<file path="src/rtl/axi_pkg.sv">
`default_nettype none
// ============================================================================
// Package  : axi_pkg
// Summary  : Shared slice-mode enum and per-channel payload-width helpers.
// Revision : 1.0
// ============================================================================
package axi_pkg;

    typedef enum logic [1:0] {
        SLICE_BYPASS = 2'd0,
        SLICE_HALF   = 2'd1,
        SLICE_FULL   = 2'd2
    } slice_mode_e;

    localparam int c_AXI_LEN_W   = 8;
    localparam int c_AXI_SIZE_W  = 3;
    localparam int c_AXI_BURST_W = 2;

    // AW and AR share the same layout: {ID, ADDR, LEN, SIZE, BURST}
    function automatic int aw_payload_width(input int id_w, input int addr_w);
        return id_w + addr_w + c_AXI_LEN_W + c_AXI_SIZE_W + c_AXI_BURST_W;
    endfunction

    function automatic int ar_payload_width(input int id_w, input int addr_w);
        return id_w + addr_w + c_AXI_LEN_W + c_AXI_SIZE_W + c_AXI_BURST_W;
    endfunction

    function automatic int w_payload_width(input int data_w);
        return data_w + (data_w / 8) + 1;
    endfunction

    function automatic int b_payload_width(input int id_w);
        return id_w;
    endfunction

    function automatic int r_payload_width(input int id_w, input int data_w);
        return id_w + data_w + 1;
    endfunction

endpackage
`default_nettype wire

</file>
<file path="src/rtl/axi_if.sv">
`default_nettype none
// ============================================================================
// Interface: axi_if
// Summary  : Reduced AXI bundle (AW/W/B/AR/R) with slave (s) and master (m) views.
// Revision : 1.0
// ============================================================================
interface axi_if
    import axi_pkg::*;
#(
    parameter int ID_W_WIDTH = 4,
    parameter int ID_R_WIDTH = 4,
    parameter int ADDR_WIDTH = 16,
    parameter int DATA_WIDTH = 32
);
    logic [ID_W_WIDTH-1:0]     awid;
    logic [ADDR_WIDTH-1:0]     awaddr;
    logic [c_AXI_LEN_W-1:0]    awlen;
    logic [c_AXI_SIZE_W-1:0]   awsize;
    logic [c_AXI_BURST_W-1:0]  awburst;
    logic                      awvalid;
    logic                      awready;

    logic [DATA_WIDTH-1:0]     wdata;
    logic [DATA_WIDTH/8-1:0]   wstrb;
    logic                      wlast;
    logic                      wvalid;
    logic                      wready;

    logic [ID_W_WIDTH-1:0]     bid;
    logic                      bvalid;
    logic                      bready;

    logic [ID_R_WIDTH-1:0]     arid;
    logic [ADDR_WIDTH-1:0]     araddr;
    logic [c_AXI_LEN_W-1:0]    arlen;
    logic [c_AXI_SIZE_W-1:0]   arsize;
    logic [c_AXI_BURST_W-1:0]  arburst;
    logic                      arvalid;
    logic                      arready;

    logic [ID_R_WIDTH-1:0]     rid;
    logic [DATA_WIDTH-1:0]     rdata;
    logic                      rlast;
    logic                      rvalid;
    logic                      rready;

    // Slave view: the side a master connects to.
    modport s (
        input  awid, awaddr, awlen, awsize, awburst, awvalid,
        output awready,
        input  wdata, wstrb, wlast, wvalid,
        output wready,
        output bid, bvalid,
        input  bready,
        input  arid, araddr, arlen, arsize, arburst, arvalid,
        output arready,
        output rid, rdata, rlast, rvalid,
        input  rready
    );

    modport m (
        output awid, awaddr, awlen, awsize, awburst, awvalid,
        input  awready,
        output wdata, wstrb, wlast, wvalid,
        input  wready,
        input  bid, bvalid,
        output bready,
        output arid, araddr, arlen, arsize, arburst, arvalid,
        input  arready,
        input  rid, rdata, rlast, rvalid,
        output rready
    );

endinterface
`default_nettype wire

</file>
<file path="src/rtl/axi_slice_chan.sv">
`default_nettype none
// ============================================================================
// Module   : axi_slice_chan
// Summary  : One valid/ready channel stage: bypass wires, half buffer or 2-entry skid.
// Revision : 1.0
// ============================================================================
module axi_slice_chan
    import axi_pkg::*;
#(
    parameter int          WIDTH = 32,
    parameter slice_mode_e MODE  = SLICE_FULL
) (
    input  logic             aclk,
    input  logic             aresetn,
    input  logic             src_valid,
    output logic             src_ready,
    input  logic [WIDTH-1:0] src_data,
    output logic             dst_valid,
    input  logic             dst_ready,
    output logic [WIDTH-1:0] dst_data
);

    generate
        if (MODE == SLICE_BYPASS) begin : g_bypass
            logic w_unused_clk_rst;
            assign w_unused_clk_rst = aclk ^ aresetn;

            assign dst_valid = src_valid;
            assign dst_data  = src_data;
            assign src_ready = dst_ready;

        end else if (MODE == SLICE_HALF) begin : g_half
            localparam logic c_EMPTY = 1'b0;
            localparam logic c_FULL  = 1'b1;

            logic             r_state;
            logic             w_state_nxt;
            logic             r_src_ready;
            logic             w_src_xfer;
            logic             w_dst_xfer;
            logic             w_dst_valid;
            logic             w_load;
            logic [WIDTH-1:0] r_data;

            assign w_src_xfer = src_valid & r_src_ready;
            assign w_dst_xfer = w_dst_valid & dst_ready;

            // Ready is a flop so it reads 0 through reset and rises one edge later.
            always_ff @(posedge aclk or negedge aresetn) begin
                if (!aresetn) begin
                    r_state     <= c_EMPTY;
                    r_src_ready <= 1'b0;
                end else begin
                    r_state     <= w_state_nxt;
                    r_src_ready <= (w_state_nxt == c_EMPTY);
                end
            end

            always_comb begin
                w_state_nxt = r_state;
                case (r_state)
                    c_EMPTY: if (w_src_xfer) w_state_nxt = c_FULL;
                    c_FULL:  if (w_dst_xfer) w_state_nxt = c_EMPTY;
                    default: w_state_nxt = c_EMPTY;
                endcase
            end

            always_comb begin
                w_dst_valid = (r_state == c_FULL);
                w_load      = (r_state == c_EMPTY) && w_src_xfer;
            end

            always_ff @(posedge aclk) begin
                if (w_load) begin
                    r_data <= src_data;
                end
            end

            assign src_ready = r_src_ready;
            assign dst_valid = w_dst_valid;
            assign dst_data  = r_data;

        end else begin : g_full
            localparam logic [1:0] c_EMPTY = 2'd0;
            localparam logic [1:0] c_ONE   = 2'd1;
            localparam logic [1:0] c_TWO   = 2'd2;

            logic [1:0]       r_state;
            logic [1:0]       w_state_nxt;
            logic             r_src_ready;
            logic             w_src_xfer;
            logic             w_dst_xfer;
            logic             w_dst_valid;
            logic             w_load_out;
            logic             w_load_skid;
            logic             w_promote;
            logic [WIDTH-1:0] r_out;
            logic [WIDTH-1:0] r_skid;

            assign w_src_xfer = src_valid & r_src_ready;
            assign w_dst_xfer = w_dst_valid & dst_ready;

            always_ff @(posedge aclk or negedge aresetn) begin
                if (!aresetn) begin
                    r_state     <= c_EMPTY;
                    r_src_ready <= 1'b0;
                end else begin
                    r_state     <= w_state_nxt;
                    r_src_ready <= (w_state_nxt != c_TWO);
                end
            end

            always_comb begin
                w_state_nxt = r_state;
                case (r_state)
                    c_EMPTY: begin
                        if (w_src_xfer) w_state_nxt = c_ONE;
                    end
                    c_ONE: begin
                        if (w_src_xfer && !w_dst_xfer)      w_state_nxt = c_TWO;
                        else if (!w_src_xfer && w_dst_xfer) w_state_nxt = c_EMPTY;
                    end
                    c_TWO: begin
                        if (w_dst_xfer) w_state_nxt = c_ONE;
                    end
                    default: w_state_nxt = c_EMPTY;
                endcase
            end

            // The skid entry only fills when the output is stalled; it drains into r_out.
            always_comb begin
                w_dst_valid = (r_state == c_ONE) || (r_state == c_TWO);
                w_load_out  = 1'b0;
                w_load_skid = 1'b0;
                w_promote   = 1'b0;
                case (r_state)
                    c_EMPTY: begin
                        w_load_out = w_src_xfer;
                    end
                    c_ONE: begin
                        w_load_out  = w_src_xfer && w_dst_xfer;
                        w_load_skid = w_src_xfer && !w_dst_xfer;
                    end
                    c_TWO: begin
                        w_promote = w_dst_xfer;
                    end
                    default: begin
                        w_load_out = 1'b0;
                    end
                endcase
            end

            always_ff @(posedge aclk) begin
                if (w_promote) begin
                    r_out <= r_skid;
                end else if (w_load_out) begin
                    r_out <= src_data;
                end
                if (w_load_skid) begin
                    r_skid <= src_data;
                end
            end

            assign src_ready = r_src_ready;
            assign dst_valid = w_dst_valid;
            assign dst_data  = r_out;
        end
    endgenerate

endmodule
`default_nettype wire

</file>
<file path="src/rtl/axi_reg_slice.sv">
`default_nettype none
// ============================================================================
// Module   : axi_reg_slice
// Summary  : AXI register slice; packs each channel into one axi_slice_chan stage.
// Revision : 1.0
// ============================================================================
module axi_reg_slice
    import axi_pkg::*;
#(
    parameter int          ID_W_WIDTH = 4,
    parameter int          ID_R_WIDTH = 4,
    parameter int          ADDR_WIDTH = 16,
    parameter int          DATA_WIDTH = 32,
    parameter slice_mode_e AW_MODE    = SLICE_FULL,
    parameter slice_mode_e W_MODE     = SLICE_FULL,
    parameter slice_mode_e B_MODE     = SLICE_FULL,
    parameter slice_mode_e AR_MODE    = SLICE_FULL,
    parameter slice_mode_e R_MODE     = SLICE_FULL
) (
    input  logic aclk,
    input  logic aresetn,
    axi_if.s     s,
    axi_if.m     m
);

    localparam int c_AW_W = aw_payload_width(ID_W_WIDTH, ADDR_WIDTH);
    localparam int c_W_W  = w_payload_width(DATA_WIDTH);
    localparam int c_B_W  = b_payload_width(ID_W_WIDTH);
    localparam int c_AR_W = ar_payload_width(ID_R_WIDTH, ADDR_WIDTH);
    localparam int c_R_W  = r_payload_width(ID_R_WIDTH, DATA_WIDTH);

    logic [c_AW_W-1:0] w_aw_src, w_aw_dst;
    logic [c_W_W-1:0]  w_w_src,  w_w_dst;
    logic [c_B_W-1:0]  w_b_src,  w_b_dst;
    logic [c_AR_W-1:0] w_ar_src, w_ar_dst;
    logic [c_R_W-1:0]  w_r_src,  w_r_dst;

    // Request channels: s -> m
    assign w_aw_src = {s.awid, s.awaddr, s.awlen, s.awsize, s.awburst};
    assign {m.awid, m.awaddr, m.awlen, m.awsize, m.awburst} = w_aw_dst;

    assign w_w_src = {s.wdata, s.wstrb, s.wlast};
    assign {m.wdata, m.wstrb, m.wlast} = w_w_dst;

    assign w_ar_src = {s.arid, s.araddr, s.arlen, s.arsize, s.arburst};
    assign {m.arid, m.araddr, m.arlen, m.arsize, m.arburst} = w_ar_dst;

    // Response channels: m -> s
    assign w_b_src = m.bid;
    assign s.bid   = w_b_dst;

    assign w_r_src = {m.rid, m.rdata, m.rlast};
    assign {s.rid, s.rdata, s.rlast} = w_r_dst;

    axi_slice_chan #(.WIDTH(c_AW_W), .MODE(AW_MODE)) u_aw (
        .aclk      (aclk),
        .aresetn   (aresetn),
        .src_valid (s.awvalid),
        .src_ready (s.awready),
        .src_data  (w_aw_src),
        .dst_valid (m.awvalid),
        .dst_ready (m.awready),
        .dst_data  (w_aw_dst)
    );

    axi_slice_chan #(.WIDTH(c_W_W), .MODE(W_MODE)) u_w (
        .aclk      (aclk),
        .aresetn   (aresetn),
        .src_valid (s.wvalid),
        .src_ready (s.wready),
        .src_data  (w_w_src),
        .dst_valid (m.wvalid),
        .dst_ready (m.wready),
        .dst_data  (w_w_dst)
    );

    axi_slice_chan #(.WIDTH(c_B_W), .MODE(B_MODE)) u_b (
        .aclk      (aclk),
        .aresetn   (aresetn),
        .src_valid (m.bvalid),
        .src_ready (m.bready),
        .src_data  (w_b_src),
        .dst_valid (s.bvalid),
        .dst_ready (s.bready),
        .dst_data  (w_b_dst)
    );

    axi_slice_chan #(.WIDTH(c_AR_W), .MODE(AR_MODE)) u_ar (
        .aclk      (aclk),
        .aresetn   (aresetn),
        .src_valid (s.arvalid),
        .src_ready (s.arready),
        .src_data  (w_ar_src),
        .dst_valid (m.arvalid),
        .dst_ready (m.arready),
        .dst_data  (w_ar_dst)
    );

    axi_slice_chan #(.WIDTH(c_R_W), .MODE(R_MODE)) u_r (
        .aclk      (aclk),
        .aresetn   (aresetn),
        .src_valid (m.rvalid),
        .src_ready (m.rready),
        .src_data  (w_r_src),
        .dst_valid (s.rvalid),
        .dst_ready (s.rready),
        .dst_data  (w_r_dst)
    );

endmodule
`default_nettype wire

</file>
<file path="src/flat_wrapper.sv">
// flat-port wrapper written by rule: the top's interface ports become plain ports
module axi_reg_slice_flat import axi_pkg::*;
#(
    parameter int          ID_W_WIDTH = 4,
    parameter int          ID_R_WIDTH = 4,
    parameter int          ADDR_WIDTH = 16,
    parameter int          DATA_WIDTH = 32,
    parameter slice_mode_e AW_MODE    = SLICE_FULL,
    parameter slice_mode_e W_MODE     = SLICE_FULL,
    parameter slice_mode_e B_MODE     = SLICE_FULL,
    parameter slice_mode_e AR_MODE    = SLICE_FULL,
    parameter slice_mode_e R_MODE     = SLICE_FULL
)
  (aclk, aresetn, s_awid, s_awaddr, s_awlen, s_awsize, s_awburst, s_awvalid, s_awready, s_wdata, s_wstrb, s_wlast, s_wvalid, s_wready, s_bid, s_bvalid, s_bready, s_arid, s_araddr, s_arlen, s_arsize, s_arburst, s_arvalid, s_arready, s_rid, s_rdata, s_rlast, s_rvalid, s_rready, m_awid, m_awaddr, m_awlen, m_awsize, m_awburst, m_awvalid, m_awready, m_wdata, m_wstrb, m_wlast, m_wvalid, m_wready, m_bid, m_bvalid, m_bready, m_arid, m_araddr, m_arlen, m_arsize, m_arburst, m_arvalid, m_arready, m_rid, m_rdata, m_rlast, m_rvalid, m_rready);
  axi_if #(.ID_W_WIDTH(ID_W_WIDTH), .ID_R_WIDTH(ID_R_WIDTH), .ADDR_WIDTH(ADDR_WIDTH), .DATA_WIDTH(DATA_WIDTH)) s_i ();
  axi_if #(.ID_W_WIDTH(ID_W_WIDTH), .ID_R_WIDTH(ID_R_WIDTH), .ADDR_WIDTH(ADDR_WIDTH), .DATA_WIDTH(DATA_WIDTH)) m_i ();
  input  logic aclk;
  input  logic aresetn;
  input wire logic [$bits(s_i.awid)-1:0] s_awid;
  input wire logic [$bits(s_i.awaddr)-1:0] s_awaddr;
  input wire logic [$bits(s_i.awlen)-1:0] s_awlen;
  input wire logic [$bits(s_i.awsize)-1:0] s_awsize;
  input wire logic [$bits(s_i.awburst)-1:0] s_awburst;
  input wire logic [$bits(s_i.awvalid)-1:0] s_awvalid;
  output wire logic [$bits(s_i.awready)-1:0] s_awready;
  input wire logic [$bits(s_i.wdata)-1:0] s_wdata;
  input wire logic [$bits(s_i.wstrb)-1:0] s_wstrb;
  input wire logic [$bits(s_i.wlast)-1:0] s_wlast;
  input wire logic [$bits(s_i.wvalid)-1:0] s_wvalid;
  output wire logic [$bits(s_i.wready)-1:0] s_wready;
  output wire logic [$bits(s_i.bid)-1:0] s_bid;
  output wire logic [$bits(s_i.bvalid)-1:0] s_bvalid;
  input wire logic [$bits(s_i.bready)-1:0] s_bready;
  input wire logic [$bits(s_i.arid)-1:0] s_arid;
  input wire logic [$bits(s_i.araddr)-1:0] s_araddr;
  input wire logic [$bits(s_i.arlen)-1:0] s_arlen;
  input wire logic [$bits(s_i.arsize)-1:0] s_arsize;
  input wire logic [$bits(s_i.arburst)-1:0] s_arburst;
  input wire logic [$bits(s_i.arvalid)-1:0] s_arvalid;
  output wire logic [$bits(s_i.arready)-1:0] s_arready;
  output wire logic [$bits(s_i.rid)-1:0] s_rid;
  output wire logic [$bits(s_i.rdata)-1:0] s_rdata;
  output wire logic [$bits(s_i.rlast)-1:0] s_rlast;
  output wire logic [$bits(s_i.rvalid)-1:0] s_rvalid;
  input wire logic [$bits(s_i.rready)-1:0] s_rready;
  output wire logic [$bits(m_i.awid)-1:0] m_awid;
  output wire logic [$bits(m_i.awaddr)-1:0] m_awaddr;
  output wire logic [$bits(m_i.awlen)-1:0] m_awlen;
  output wire logic [$bits(m_i.awsize)-1:0] m_awsize;
  output wire logic [$bits(m_i.awburst)-1:0] m_awburst;
  output wire logic [$bits(m_i.awvalid)-1:0] m_awvalid;
  input wire logic [$bits(m_i.awready)-1:0] m_awready;
  output wire logic [$bits(m_i.wdata)-1:0] m_wdata;
  output wire logic [$bits(m_i.wstrb)-1:0] m_wstrb;
  output wire logic [$bits(m_i.wlast)-1:0] m_wlast;
  output wire logic [$bits(m_i.wvalid)-1:0] m_wvalid;
  input wire logic [$bits(m_i.wready)-1:0] m_wready;
  input wire logic [$bits(m_i.bid)-1:0] m_bid;
  input wire logic [$bits(m_i.bvalid)-1:0] m_bvalid;
  output wire logic [$bits(m_i.bready)-1:0] m_bready;
  output wire logic [$bits(m_i.arid)-1:0] m_arid;
  output wire logic [$bits(m_i.araddr)-1:0] m_araddr;
  output wire logic [$bits(m_i.arlen)-1:0] m_arlen;
  output wire logic [$bits(m_i.arsize)-1:0] m_arsize;
  output wire logic [$bits(m_i.arburst)-1:0] m_arburst;
  output wire logic [$bits(m_i.arvalid)-1:0] m_arvalid;
  input wire logic [$bits(m_i.arready)-1:0] m_arready;
  input wire logic [$bits(m_i.rid)-1:0] m_rid;
  input wire logic [$bits(m_i.rdata)-1:0] m_rdata;
  input wire logic [$bits(m_i.rlast)-1:0] m_rlast;
  input wire logic [$bits(m_i.rvalid)-1:0] m_rvalid;
  output wire logic [$bits(m_i.rready)-1:0] m_rready;
  assign s_i.awid = s_awid;
  assign s_i.awaddr = s_awaddr;
  assign s_i.awlen = s_awlen;
  assign s_i.awsize = s_awsize;
  assign s_i.awburst = s_awburst;
  assign s_i.awvalid = s_awvalid;
  assign s_awready = s_i.awready;
  assign s_i.wdata = s_wdata;
  assign s_i.wstrb = s_wstrb;
  assign s_i.wlast = s_wlast;
  assign s_i.wvalid = s_wvalid;
  assign s_wready = s_i.wready;
  assign s_bid = s_i.bid;
  assign s_bvalid = s_i.bvalid;
  assign s_i.bready = s_bready;
  assign s_i.arid = s_arid;
  assign s_i.araddr = s_araddr;
  assign s_i.arlen = s_arlen;
  assign s_i.arsize = s_arsize;
  assign s_i.arburst = s_arburst;
  assign s_i.arvalid = s_arvalid;
  assign s_arready = s_i.arready;
  assign s_rid = s_i.rid;
  assign s_rdata = s_i.rdata;
  assign s_rlast = s_i.rlast;
  assign s_rvalid = s_i.rvalid;
  assign s_i.rready = s_rready;
  assign m_awid = m_i.awid;
  assign m_awaddr = m_i.awaddr;
  assign m_awlen = m_i.awlen;
  assign m_awsize = m_i.awsize;
  assign m_awburst = m_i.awburst;
  assign m_awvalid = m_i.awvalid;
  assign m_i.awready = m_awready;
  assign m_wdata = m_i.wdata;
  assign m_wstrb = m_i.wstrb;
  assign m_wlast = m_i.wlast;
  assign m_wvalid = m_i.wvalid;
  assign m_i.wready = m_wready;
  assign m_i.bid = m_bid;
  assign m_i.bvalid = m_bvalid;
  assign m_bready = m_i.bready;
  assign m_arid = m_i.arid;
  assign m_araddr = m_i.araddr;
  assign m_arlen = m_i.arlen;
  assign m_arsize = m_i.arsize;
  assign m_arburst = m_i.arburst;
  assign m_arvalid = m_i.arvalid;
  assign m_i.arready = m_arready;
  assign m_i.rid = m_rid;
  assign m_i.rdata = m_rdata;
  assign m_i.rlast = m_rlast;
  assign m_i.rvalid = m_rvalid;
  assign m_rready = m_i.rready;
  axi_reg_slice #(.ID_W_WIDTH(ID_W_WIDTH), .ID_R_WIDTH(ID_R_WIDTH), .ADDR_WIDTH(ADDR_WIDTH), .DATA_WIDTH(DATA_WIDTH), .AW_MODE(AW_MODE), .W_MODE(W_MODE), .B_MODE(B_MODE), .AR_MODE(AR_MODE), .R_MODE(R_MODE)) u_core (.aclk(aclk), .aresetn(aresetn), .s(s_i), .m(m_i));
endmodule
</file>
<file path="config.mk">
export PLATFORM = sky130hd
export DESIGN_NAME = axi_reg_slice_flat
export DESIGN_NICKNAME = d
export VERILOG_FILES = /design/src/rtl/axi_pkg.sv /design/src/rtl/axi_if.sv /design/src/rtl/axi_slice_chan.sv /design/src/rtl/axi_reg_slice.sv /design/src/flat_wrapper.sv
export SDC_FILE = /design/constraint.sdc
export NUM_CORES = 1
export LEC_CHECK = 0
export BUFFER_PORTS_ARGS = -buffer_cell sky130_fd_sc_hd__clkbuf_2
export CAP_MARGIN = 20
export CORE_UTILIZATION = 57
export DETAILED_ROUTE_END_ITERATION = 12
export PLACE_DENSITY = 0.85
export SLEW_MARGIN = 20
export SYNTH_ARGS = -nofsm -noshare
export SYNTH_HDL_FRONTEND = slang
export SYNTH_SLANG_ARGS = --single-unit
</file>
<file path="constraint.sdc">
create_clock -name aclk -period 10.55 [get_ports aclk]
set_input_delay 0.5275 -clock aclk [delete_from_list [all_inputs] [get_ports aclk]]
set_output_delay 0.5275 -clock aclk [all_outputs]
set_load 0.05 [all_outputs]
</file>
# Word-level counts from Yosys, hierarchy flattened
# Index checks and enable logic that the tools add are counted.
word_totals:
  ff_bits: 303
  elab_cells: 135
  output_inout_bits: 154
classes:
  n_reduce_logical: 40
  eq_ne: 15
  muxes: 50
  n_bitwise: 10
op_table:
  columns: ["op", "count"]
  rows:
  - ["$mux W37", 4]
  - ["$mux W33", 4]
  - ["$mux W2", 20]
  - ["$pmux W2 S3", 5]
  - ["$logic_and A1 B1 Y1", 15]
  - ["$and A1 B1 Y1", 10]
  - ["$eq A2 B1 Y1 const B", 5]
  - ["$eq A2 B2 Y1 const B", 5]
  - ["$logic_not A1 Y1", 10]
  - ["$logic_not A2 Y1", 5]
  - ["$mux W1", 10]
  - ["$ne A2 B2 Y1 const B", 5]
  - ["$pmux W1 S2", 5]
  - ["$reduce_bool A2 Y1", 5]
  - ["$mux W4", 2]
  - ["$logic_or A1 B1 Y1", 5]

# Depth between registers and ports, before layout
logic_depth:
  depth_word: 8
  mapped_depth: 6

# Cells and area by module
# From an unflattened synthesis, not the netlist that was laid out.
unflattened:
  cells_unflattened: 596
  area_unflattened_um2: 12030.3
by_module_without_submodules:
  columns: ["mod", "instances", "cells_each", "area_per_inst_um2", "seq_area_each_um2"]
  rows:
  - ["axi_slice_chan at u_core.u_r ...", 2, 145, 2997.9, 2297.2]
  - ["axi_slice_chan at u_core.u_ar ...", 2, 132, 2750.1, 2057.0]
  - ["axi_slice_chan at u_core.u_b", 1, 42, 534.3, 315.3]

# Worst setup path after synthesis
# No wires, ideal clock.
synth_path:
  kind: "reg2reg"
  from: "register u_core.u_r.g_full.r_state[0]"
  to: "register u_core.u_r.g_full.r_out[0] (netlist: u_core.u_r.dst_data[0]) (enable)"
  t_arrival_ns: 3.955
  path_stages_with_launch: 6
  required_ns: 10.067
  path_slack_ns: 6.112
  setup_time_ns: 0.483
  path_buffers: 0
  cell_sequence: "dfrtp_1 -> inv_1 -> ha_1 -> and2_1 -> a21oi_1 -> o21ai_0"
synth_via:
  elab_chain_cells: 6
  word_cells_on_any_way: 9
  classes_between: "eq/ne: 2; mux: 2; bitwise: 1; reduce/logical: 4"
synth_rtl:
  columns: ["element", "line_no", "source"]
  rows:
  - ["from (decl)", "axi_slice_chan.sv:88", "logic [1:0] r_state;"]
  - ["from (signal assigned)", "axi_slice_chan.sv:105", "r_state <= c_EMPTY;"]
  - ["from (signal assigned)", "axi_slice_chan.sv:108", "r_state <= w_state_nxt;"]
  - ["$eq A2 B1 Y1 or $eq A2 B2 Y1 (tied branches)", "axi_slice_chan.sv:132", "w_dst_valid = (r_state == c_ONE) || (r_state == c_TWO);"]
  - ["$logic_or A1 B1 Y1 *", "axi_slice_chan.sv:132", null]
  - ["named net s_rvalid", "flat_wrapper.sv:44", "output wire logic [$bits(s_i.rvalid)-1:0] s_rvalid;"]
  - ["$and A1 B1 Y1 *", "axi_slice_chan.sv:101", "assign w_dst_xfer = w_dst_valid & dst_ready;"]
  - ["$logic_and A1 B1 Y1", "axi_slice_chan.sv:141", "w_load_out = w_src_xfer && w_dst_xfer;"]
  - ["$pmux W1 S2", "axi_slice_chan.sv:136", "case (r_state)"]
  - ["$reduce_bool A2 Y1 (no source line) *", null, null]
  - ["to (signal assigned)", "axi_slice_chan.sv:155", "r_out <= r_skid;"]
  - ["to (signal assigned)", "axi_slice_chan.sv:157", "r_out <= src_data;"]
  - ["to (decl)", "axi_slice_chan.sv:97", "logic [WIDTH-1:0] r_out;"]
# Mark *: on every way through the listed nets, which the timed path passes. The rest lies on a longest branch.
# A chain may end at the register's enable or synchronous reset.

# Worst setup path after layout
layout_path:
  from: "register u_core.u_r.g_full.r_state[0]"
  to: "register u_core.u_r.g_full.r_out[31] (netlist: u_core.u_r.dst_data[31]) (enable)"
layout_via:
  elab_chain_cells: 6
  word_cells_on_any_way: 9
  classes_between: "eq/ne: 2; mux: 2; bitwise: 1; reduce/logical: 4"
layout_rtl:
  columns: ["element", "line_no"]
  rows:
  - ["$eq A2 B1 Y1 or $eq A2 B2 Y1 (tied branches)", "axi_slice_chan.sv:132, axi_slice_chan.sv:136"]
  - ["$logic_or A1 B1 Y1", "axi_slice_chan.sv:132"]
  - ["$and A1 B1 Y1", "axi_slice_chan.sv:101"]
  - ["$logic_and A1 B1 Y1", "axi_slice_chan.sv:141"]
  - ["$pmux W1 S2", "axi_slice_chan.sv:136"]
  - ["$reduce_bool A2 Y1 (no source line) *", null]
# Mark *: on every way between the ends. The rest lies on a longest branch, timed or not.

==> flow_summary_export.csv <==
group,metric,value,unit
logic_synthesis,synth_cell_types,22,
setup_path,worst_ep_required_time,10.83,ns
clock_tree,htree_num_levels,1,
setup_path,worst_ep_arrival_time,2.75,ns
logic_synthesis,yosys_warnings,0,
place,hpwlAfterDp,16050,um
pwr,combinationalPowerShare,34.7,%
clock_tree,clock_path_buffers,3,
global_routing,antenna_found_initial,0,
place,globalplace.congestion,0.8288,
clock_tree,clock_latency,0.55,ns
finish,commonest_cells_after_routing_fill_and_taps_aside,"sky130_fd_sc_hd__clkbuf_2, sky130_fd_sc_hd__edfxtp_1, sky130_fd_sc_hd__mux2_2",
pwr,swShare,38.81,%
pwr,p_clk_share,22.9,%
place,io_buf_count,309,
clock_tree,numCtsBuffers,29,
outcome,outcome,"completed",
hold_path,holdPathStages,1,
finish,num-nets-final,1110,
sta,setup_viol,0,
setup_path,crit_path_start_kind,"register",
setup_path,endpoint_kind,"register",
setup_path,critPathBufInv,3,
global_routing,grt_start_max_net_pins,39,
sta,tns,0,ns
floorplan,die_width,145.5,um
route,antenna_violating_nets_post_route,0,
job,drv.max_cap_violation_count,0,
hold_path,worstHoldStart,"s_wdata[7]",
place,place.detailed.instances,1170,
setup_path,reg2reg_slack,8.09,ns
logic_synthesis,yosys_register_bits,303,
global_routing,grtUsageTotal,22.10,%
setup_path,critPathTopFamily,"buffers and inverters",
floorplan,coreArea,0.02023,mm2
global_routing,via_count_of_the_first_global_routing_pass,6765,
floorplan,std_cell_rows,52,
finish,layout.cells.most_common,"sky130_fd_sc_hd__clkbuf_2",
floorplan,die-height,145.5,um
sta,skew,0.02420,ns
global_routing,grt_first_pass_wirelength,36510,um
clock_tree,path_clk_slew,0.06,ns
logic_synthesis,synth_area,0.01173,mm2
clock_tree,post_cts.resized_instances,0,
sta,max_slew_margin,44.84,%
clock_tree,clock_tree_from_tritoncts,"done",
sta,layout_min_cycle_time,2.462,ns
pwr,p_seq_share,42.4,%
pwr,p_int,2.655,mW
place,placedInstanceArea,0.01358,mm2
sta,final.period_utilization,23.34,%
logic_synthesis,syn-instance-count,597,
floorplan,ios,310,
global_routing,grt-ovfl-total,0,
clock_tree,clk_root_buffer_cell,"sky130_fd_sc_hd__clkbuf_16",
setup_path,slowest_stage,"sky130_fd_sc_hd__nand2_1",
route,remaining_drc_errors,0,
route,vias,6588,
setup_path,setup.worst_path.class,"register to register",
finish,antennaDiodeCount,0,
pwr,worst_ir_drop_vdd,0.0001890,V
route,dr.pass1.iters,5,
route,detailedRoute.firstIterationViolations,317,
hold_path,hold_class,"input pin to register",
clock_tree,tritoncts_num_sinks,303,
sta,max_slew.worst_pin.slew,0.8244,ns
finish,finish.instance_area,0.01456,mm2
setup_path,slowest_delay,0.54,ns
floorplan,floorplan.initialDensity,57.99,%
setup_path,r2r_end,"u_core.u_r.dst_data[31]$_DFFE_PP_",
pwr,power_per_cell_area,298.0,mW/mm2
setup_path,regToRegStartpoint,"u_core.u_r.g_full.r_state[0]$_DFF_PN0_",
sta,hold_fails_final_rpt,0,
logic_synthesis,synth.yosys.seq_area_share,76.90,%
sta,timing.final.max_slew_violations,0,
logic_synthesis,synthesis.area_per_instance,19.65,um2
finish,drive_gt1_share,53.19,%
route,wl_per_cell,19.00,um
sta,grt_setup_unrepaired,"false",
logic_synthesis,synth.net_count,773,
hold_path,holdPathEnd,"u_core.u_w.g_full.r_skid[12]$_DFFE_PP_",
setup_path,critical_path.cell_chain,"inv_1, ha_1, nand2_1, buf_4, o21ai_4, buf_16",
route,vias_per_cell,5.378,
finish,finish.cell_count_without_fillers,1225,
floorplan,die-area,0.02116,mm2
pwr,power.static_leakage,5.795,nW
setup_path,timing.reg2reg.worst_path_depth,6,
setup_path,critical_path.max_fanout,22,
route,totalWireLength,23280,um
pwr,switchingPower,1.684,mW
finish,flow.area_growth_from_synthesis,24.09,%
sta,max_freq,0.4062,GHz
==> kinds of logic after synthesis <==
group,synth area share [%]
and+or+nand+nor,1.855
buffers and inverters,1.781
DFF,76.90
xor gates and xnor gates,0.3732
adders and majority gates,2.133
AOI/OAI and AO/OA,2.527
muxes,14.43
==> final cells by class <==
| cell class | instances | area [um2] |
|---|---|---|
| Timing Repair Buffer | 320 | 1692 |
| Fill cell | 1218 | 5674 |
| Inverter | 17 | 63.81 |
| Clock buffer | 31 | 733.2 |
| Sequential cell | 303 | 9024 |
| Clock inverter | 21 | 178.9 |
| Multi-Input combinational cell | 263 | 2531 |
| Tap cell | 270 | 337.8 |
==> synth_stat cells <==
| master | count | area share [%] |
|---|---|---|
| sky130_fd_sc_hd__a21boi_0 | 10 | 0.64 |
| sky130_fd_sc_hd__a21oi_1 | 2 | 0.085 |
| sky130_fd_sc_hd__a31oi_1 | 13 | 0.69 |
| sky130_fd_sc_hd__and2_1 | 6 | 0.32 |
| sky130_fd_sc_hd__buf_2 | 2 | 0.085 |
| sky130_fd_sc_hd__buf_6 | 12 | 1.2 |
| sky130_fd_sc_hd__dfrtp_1 | 15 | 3.2 |
| sky130_fd_sc_hd__edfxtp_1 | 288 | 74 |
| sky130_fd_sc_hd__ha_1 | 20 | 2.1 |
| sky130_fd_sc_hd__inv_1 | 17 | 0.54 |
| sky130_fd_sc_hd__mux2_1 | 3 | 0.29 |
| sky130_fd_sc_hd__mux2_2 | 122 | 12 |
| sky130_fd_sc_hd__mux2_4 | 19 | 2.4 |
| sky130_fd_sc_hd__nand2_1 | 18 | 0.58 |
| sky130_fd_sc_hd__nand2_2 | 3 | 0.16 |
| sky130_fd_sc_hd__nand3_1 | 15 | 0.64 |
| sky130_fd_sc_hd__nor2_1 | 5 | 0.16 |
| sky130_fd_sc_hd__o211a_1 | 1 | 0.085 |
| sky130_fd_sc_hd__o211ai_1 | 6 | 0.38 |
| sky130_fd_sc_hd__o21ai_0 | 15 | 0.64 |
| sky130_fd_sc_hd__xnor2_1 | 4 | 0.30 |
| sky130_fd_sc_hd__xor2_1 | 1 | 0.075 |
==> timing repair <==
item                      4_1_cts  5_1_grt
hold endpoints to repair       15        0
setup buffers                   0        0
hold buffers                    1        0
==> how the worst max path moves through the flow <==
stage                                            from                           endpoint  slack, ns  cells past startpoint
2_1_floorplan  u_core.u_r.g_full.r_state[0]$_DFF_PN0_   u_core.u_r.dst_data[0]$_DFFE_PP_       6.11                      5
3_3_place_gp   u_core.u_w.g_full.r_state[0]$_DFF_PN0_  u_core.u_w.dst_data[13]$_DFFE_PP_       8.03                      4
3_5_place_dp   u_core.u_w.g_full.r_state[0]$_DFF_PN0_  u_core.u_w.dst_data[19]$_DFFE_PP_       7.97                      4
4_1_cts        u_core.u_w.g_full.r_state[0]$_DFF_PN0_  u_core.u_w.dst_data[15]$_DFFE_PP_       7.99                      4
5_1_grt        u_core.u_r.g_full.r_state[0]$_DFF_PN0_  u_core.u_r.dst_data[35]$_DFFE_PP_       7.88                      6
6_report       u_core.u_r.g_full.r_state[0]$_DFF_PN0_  u_core.u_r.dst_data[31]$_DFFE_PP_       8.09                      6
==> power by group through the flow <==
stage | combinational (mW) | clock [mW] | sequential (mW)
after global routing | 1.58 | 1.06 | 1.87
final | 1.50 | 0.993 | 1.84
after global placement | 1.46 | 0 | 1.85
after CTS | 1.50 | 1.01 | 1.85
after detailed placement | 1.49 | 0 | 1.87
after floorplan | 0.471 | 0 | 2.52
==> sequential cells by signal, indices dropped and copies added (netlist names), 33 cells and up <==
name,cells
u_core.u_w.dst_data,37
u_core.u_aw.g_full.r_skid,33
u_core.u_ar.dst_data,33
u_core.u_aw.dst_data,33
u_core.u_ar.g_full.r_skid,33
u_core.u_r.g_full.r_skid,37
u_core.u_w.g_full.r_skid,37
u_core.u_r.dst_data,37
==> per-stage QoR <==
| stage | power [mW] | hold slack (ns) | worst slack (ns) | util (%) |
|---|---|---|---|---|
| after floorplan | 2.989 | 0.2319 | 6.112 | - |
| after global routing | 4.504 | 0.1425 | 7.883 | 71.96 |
| after global placement | 3.306 | 0.5073 | 8.029 | 66.99 |
| after CTS | 4.356 | 0.1494 | 7.985 | 71.69 |
| after detailed placement | 3.355 | 0.5128 | 7.971 | 67.13 |
| final | 4.339 | 0.1655 | 8.088 | 71.96 |
==> routing by layer <==
layer	track usage, %	share of wire, %
met1	27.71	38
met2	36.88	50
met3	5.831	8.6
met4	8.842	3.6
met5	0	0
(Power assumes the default switching activity.)
